## config.mk

```make
export PLATFORM = sky130hd
export DESIGN_NAME = fwd_mux_pipe
export DESIGN_NICKNAME = d
export VERILOG_FILES = /design/src/rtl/fwd_mux_pipe.sv
export SDC_FILE = /design/constraint.sdc
export NUM_CORES = 1
export LEC_CHECK = 0
export BUFFER_PORTS_ARGS = -buffer_cell sky130_fd_sc_hd__buf_2
export CORE_MARGIN = 8
export CORE_UTILIZATION = 41
export CTS_BUF_LIST = sky130_fd_sc_hd__clkbuf_2
export DETAILED_ROUTE_END_ITERATION = 8
export GPL_TIMING_DRIVEN = 1
export PLACE_DENSITY = 0.82
export SLEW_MARGIN = 25
export SYNTH_ARGS = -nofsm -noshare
export SYNTH_HDL_FRONTEND = slang
export SYNTH_SLANG_ARGS = --single-unit
export TNS_END_PERCENT = 10
```

## constraint.sdc

```tcl
create_clock -name clk -period 1.4 [get_ports clk]
set_input_delay 0.07 -clock clk [delete_from_list [all_inputs] [get_ports clk]]
set_output_delay 0.07 -clock clk [all_outputs]
set_load 0.05 [all_outputs]
```

## src/rtl/fwd_mux_pipe.sv

```systemverilog
// EX-stage forwarding operand mux with a registered output, stall hold, flush,
// capture-on-stall and a stall-length counter. Optional statistics: FWD_STATS_EN.
module fwd_mux_pipe #(
    parameter int unsigned WIDTH = 32,
    parameter int unsigned SEL_W = 2,
    parameter int unsigned CNT_W = 4
) (
    input  logic                           clk,
    input  logic                           reset,
    input  logic [(1<<SEL_W)*WIDTH-1:0]    data_in,
    input  logic [SEL_W-1:0]               sel,
    input  logic                           valid_in,
    input  logic                           stall,
    input  logic                           flush,
    output logic [WIDTH-1:0]               data_out,
    output logic                           valid_out,
    output logic                           held,
    output logic [CNT_W-1:0]               stall_cnt,
    output logic [15:0]                    fwd_count
);

    localparam int unsigned NUM_SRC = 1 << SEL_W;
    localparam logic [CNT_W-1:0] CNT_MAX = '1;

    logic [WIDTH-1:0] mux_val;
    logic [WIDTH-1:0] data_q, data_d;
    logic [WIDTH-1:0] hold_q, hold_d;
    logic             valid_q, valid_d;
    logic             held_q, held_d;
    logic [CNT_W-1:0] cnt_q, cnt_d;

    always_comb begin
        mux_val = '0;
        for (int unsigned k = 0; k < NUM_SRC; k++) begin
            if (sel == SEL_W'(k)) mux_val = data_in[k*WIDTH +: WIDTH];
        end
    end

    // Priority: flush > stall > advance (reset handled in the register block).
    always_comb begin
        data_d  = data_q;
        hold_d  = hold_q;
        valid_d = valid_q;
        held_d  = held_q;
        cnt_d   = cnt_q;
        if (flush) begin
            data_d  = '0;
            valid_d = 1'b0;
            held_d  = 1'b0;
            cnt_d   = '0;
        end else if (stall) begin
            if (!held_q && valid_in) begin
                hold_d = mux_val;
                held_d = 1'b1;
            end
            if (cnt_q != CNT_MAX) cnt_d = cnt_q + CNT_W'(1);
        end else begin
            data_d  = held_q ? hold_q : mux_val;
            valid_d = valid_in;
            held_d  = 1'b0;
            cnt_d   = '0;
        end
    end

    always_ff @(posedge clk) begin
        if (reset) begin
            data_q  <= '0;
            hold_q  <= '0;
            valid_q <= 1'b0;
            held_q  <= 1'b0;
            cnt_q   <= '0;
        end else begin
            data_q  <= data_d;
            hold_q  <= hold_d;
            valid_q <= valid_d;
            held_q  <= held_d;
            cnt_q   <= cnt_d;
        end
    end

    assign data_out  = data_q;
    assign valid_out = valid_q;
    assign held      = held_q;
    assign stall_cnt = cnt_q;

`ifdef FWD_STATS_EN
    logic [SEL_W-1:0] sel_hold_q, sel_hold_d;
    logic [15:0]      fwd_q, fwd_d;
    logic [SEL_W-1:0] eff_sel;

    // A held operand is counted against the select that was live when it was captured.
    always_comb begin
        eff_sel    = held_q ? sel_hold_q : sel;
        sel_hold_d = sel_hold_q;
        fwd_d      = fwd_q;
        if (!flush && stall && !held_q && valid_in) sel_hold_d = sel;
        if (!flush && !stall && valid_in && (eff_sel != '0) && (fwd_q != 16'hFFFF))
            fwd_d = fwd_q + 16'd1;
    end

    always_ff @(posedge clk) begin
        if (reset) begin
            sel_hold_q <= '0;
            fwd_q      <= '0;
        end else begin
            sel_hold_q <= sel_hold_d;
            fwd_q      <= fwd_d;
        end
    end

    assign fwd_count = fwd_q;
`else
    assign fwd_count = '0;
`endif

endmodule

```

### Yosys cells after proc, flatten, opt, wreduce, memory -nomap -nowiden

Index checks and enable logic that the tools add are counted.
W data, S select, Z words.

* $add $sub $neg: 1
* multiply operators: 0
* shift operators: 0
* mux-type cells: 5
* bitwise gates (word level): 2
* eq/ne operators: 4
* reduce and logical (&&, ||, !) cells: 6
* $lt $le $gt $ge: 0
* div/mod/pow operators: 0

Operator list (number)
* $mux W32: 5
* $add A4 B1 Y4 const B: 1
* $eq A2 B2 Y1 const B: 2
* $ne A4 B4 Y1 const B: 1
* $reduce_and A3 Y1: 1
* $reduce_or A3 Y1: 1
* $eq A2 B1 Y1 const B: 1
* $logic_not A2 Y1: 1
* $not A1 Y1: 2
* $reduce_or A2 Y1: 1
* $logic_and A1 B1 Y1: 1
* $logic_not A1 Y1: 1

* flip-flop bits (word level): 70
* RAM bits: 0
* bits in read-only memories: 0
* input bits: 135
* bits in latches: 0
* logic and storage cells: 23
* memories: 0

### Logic depth before layout (Yosys ltp)

* depth after elaboration: 6
* mapped depth: 5
* mapped depth without buffers: 4

### Worst setup path after synthesis

No wires, ideal clock.

* path type: flip-flop to flip-flop
* start: register held_q, in the netlist held
* end: register data_q[27], in the netlist data_out[27]
* setup slack: -0.289 ns
* arrival time: 1.629 ns
* cell stages (with the launch flop): 5
* library setup time: 0.060 ns
* period minus slack after synthesis: 1.689 ns
* buffers on the path: 1
* cell sequence: dfxtp_1 > nor4b_2 > clkbuf_1 > a222oi_1 > inv_1

* word-level cells in the longest chain between the ends: 1

Ends and longest elaborated chain
* from (decl): line 29 `logic held_q, held_d;`
* from (signal assigned): line 76 `held_q <= held_d;`
* $mux W32: line 58 `data_d = held_q ? hold_q : mux_val;`
* to (signal assigned): line 73 `data_q <= data_d;`
* to (decl): line 26 `logic [WIDTH-1:0] data_q, data_d;`

Every way passes these cells.
A chain may end at the register's enable or synchronous reset.

### Worst setup path in the final report

* start: register held_q, in the netlist held
* end: register data_q[23], in the netlist data_out[23]

Same word-level chain as after synthesis.

==> impl_results.md <==
- Outcome: finished, final reports clean
- MaxCap Viol Count: 0
- Met3 Resource Use GR: 0.0828
- Root Buffer: clkbuf_2
- Largest net degree at the start of global routing: 20
- Seq cells post-synth: 70
- # clock sinks: 70
- Fmax achieved: 718 MHz
- Post-synth EDFFs: 0
- Worst setup path class: reg2reg
- Wire per inst: 19.7 um
- Largest area contributor in the netlist: dfxtp_1
- Total gr overflow: 0
- Initial Util: 0.425
- Layer with the highest usage: met2
- CTS tree: done
- Min Tclk post-route: 1390 ps
- DR vias: 3,485
- Post-synth top cells: dfxtp_1 (70), a222oi_1 (32), inv_1 (32), mux4_2 (32), a22o_2 (29)
- Leak pwr: 2.70 nW
- Site Rows: 32
- Share of the synthesized area in the top cell type: 0.425
- Synthesized netlist cell count: 263
- GR Util met1: 0.215
- Initial DRC count: 277
- Count of non-filler cells in the finished layout: 652
- Crit. End Element: flop
- Post-synth top flop: dfxtp_1
- Number of global-route vias before repair: 3,896
- M2 GR Usage: 0.405
- Die area: 11,200 um^2
- Critical-path maximum fanout: 8
- Clock-pin transition on the worst setup and hold timing paths: 180 ps
- Final wirelength: 12,900 um
- Drt pass-1 iters: 5
- Top-count cell post-synth: dfxtp_1
- Vias/cell: 5.35
- Max rail drop VDD: 0.549 mV
- Synth Warn #: 0
- Share of layout cells above drive strength 1: 0.504
- Post-DRT Antenna Nets: 0
- Pwr per Cell Area: 769 nW/um^2
- Area Overhead vs Synth: 64.6%
- Die width: 106 um
- Inst Count DP: 533
- Fin. Hold Viols: 0
- Asr flop ratio synth: 0
- Worst EP required: 1760 ps
- CP Launch Type: flop
- RSZ-0062 raised after global routing: yes
- Drt drc: 0
- Crit path DAT: 1760 ps
- CORE AREA: 7770 um^2
- Worst-Skew Late Latency: 480 ps
- Final period util: 0.995
- Sequential element share of the synthesized area: 0.425
- Synth top area cells: dfxtp_1 (42%), mux4_2 (22%), a222oi_1 (9.7%)
- Final slew viol count: 0
- Num CTS Buffers: 9
- I/O pins: 189
- Syn Std Cell Area: 3300 um^2
- Avg Inst Size Synth: 12.6 um^2
- Min Hold Slack: 54.3 ps
- Layout Nets: 679
- Global Route Usage Sum: 0.223
- Hold Crit Class: in2reg
- Synth unique cells: 26
- Port Buffers: 172
- Setup Skew: 27.3 ps
- Placer Congestion: 0.808
- Setup Viol. Count Final: 0
- Die height: 106 um
- H-tree Lvls: 3
- Detail Placement HPWL: 8240 um
- Worst-case clock buffer depth: 2
- First-pass GRT wire length: 19,900 um
- Initial antenna violation count: 1
-- metrics by stage --
| step | total power (W) | worst slack (ps) | cell area (um^2) | setup TNS [ps] | utilization |
|---|---|---|---|---|---|
| final | 0.00418 | 7.06 | 5430 | 0 | 0.699 |
| after CTS | 0.00418 | 7.60 | 5370 | 0 | 0.691 |
| after detailed placement | 0.00308 | -40.9 | 4330 | -288 | 0.557 |
| after global routing | 0.00438 | -56.7 | 5430 | -356 | 0.699 |
| after global placement | 0.00305 | 10.3 | 4330 | 0 | 0.557 |
| after floorplan | 0.00278 | -45.7 | 3390 | -84.8 | - |
-- report_power, final --
group          leakage (nW)  switching [W]  internal (W)  total, W
clock                0.0561       0.000659      0.000235  0.000894
combinational          2.07       0.000578      0.000590   0.00117
sequential            0.570      0.0000433       0.00207   0.00211
total                  2.70        0.00128       0.00290   0.00418
-- state kept, by name, summed over array words and instances, names as in the netlist --
register	flops
data_out	32
held	1
hold_q	32
stall_cnt	4
valid_out	1
-- critical path, stage by stage (launching register included) --
cell and delay [ps]:
dfxtp_4 390, buf_6 130, nor4b_4 140, buf_6 140, a222oi_1 350, inv_1 110
-- worst paths after layout --
check                                from                        end  slack [ps]  depth (start not counted)
setup / recovery        held$_SDFFE_PP0P_  data_out[23]$_SDFFE_PP0N_           7                          5
hold / removal               data_in[102]   data_out[6]$_SDFFE_PP0N_          50                          4
setup reg to reg        held$_SDFFE_PP0P_  data_out[23]$_SDFFE_PP0N_           7                          5
hold reg to reg   hold_q[30]$_SDFFE_PP0P_  data_out[30]$_SDFFE_PP0N_         490                          2
-- timing repair --
| action | in CTS | in global routing |
|---|---|---|
| resized for setup | 2 | 6 |
| gates cloned | 0 | 1 |
| hold buffers | 96 | 1 |
| endpoints found under the hold margin | 47 | 1 |
| setup buffers | 0 | 3 |
| setup endpoints to repair | 8 | 26 |
| pin swaps | 0 | 1 |
-- placed cells by master (no fill, tap or decap), types with 3 or more instances in the layout --
cell,count
dlygate4sd3_1,97
inv_1,32
clkinv_1,4
mux4_2,32
dfxtp_1,69
clkbuf_2,12
buf_12,3
a222oi_1,32
a22o_1,3
buf_4,17
conb_1,16
a22o_2,29
buf_6,4
buf_2,170
nor2_1,7
-- metal layers --
metal	vias up	part of all wire
met5	-	0
met4	0	0.038
met3	41	0.097
met2	218	0.53
met1	1647	0.34
li1	1579	-
-- cells by family after synthesis --
group,count (synthesis),share of synthesized area
AND/OR/NAND/NOR,19,0.0364
adder cells (fa/ha/maj),1,0.00379
flip-flops,70,0.425
other,1,0.00114
XOR/XNOR,1,0.00265
AO/OA/AOI/OAI,66,0.197
multiplexers,34,0.224
buffers and inverters,71,0.110
-- area by class of cell --
type	instances	area (um^2)
inverter	32	120
multi-input combinational	137	1630
clock inverter	4	15.0
timing repair buffer	293	2070
fill	520	2330
clock buffer	12	60.1
antenna	2	5.00
tap	102	128
sequential	70	1410
No activity file was read; power rests on OpenSTA's default activity.
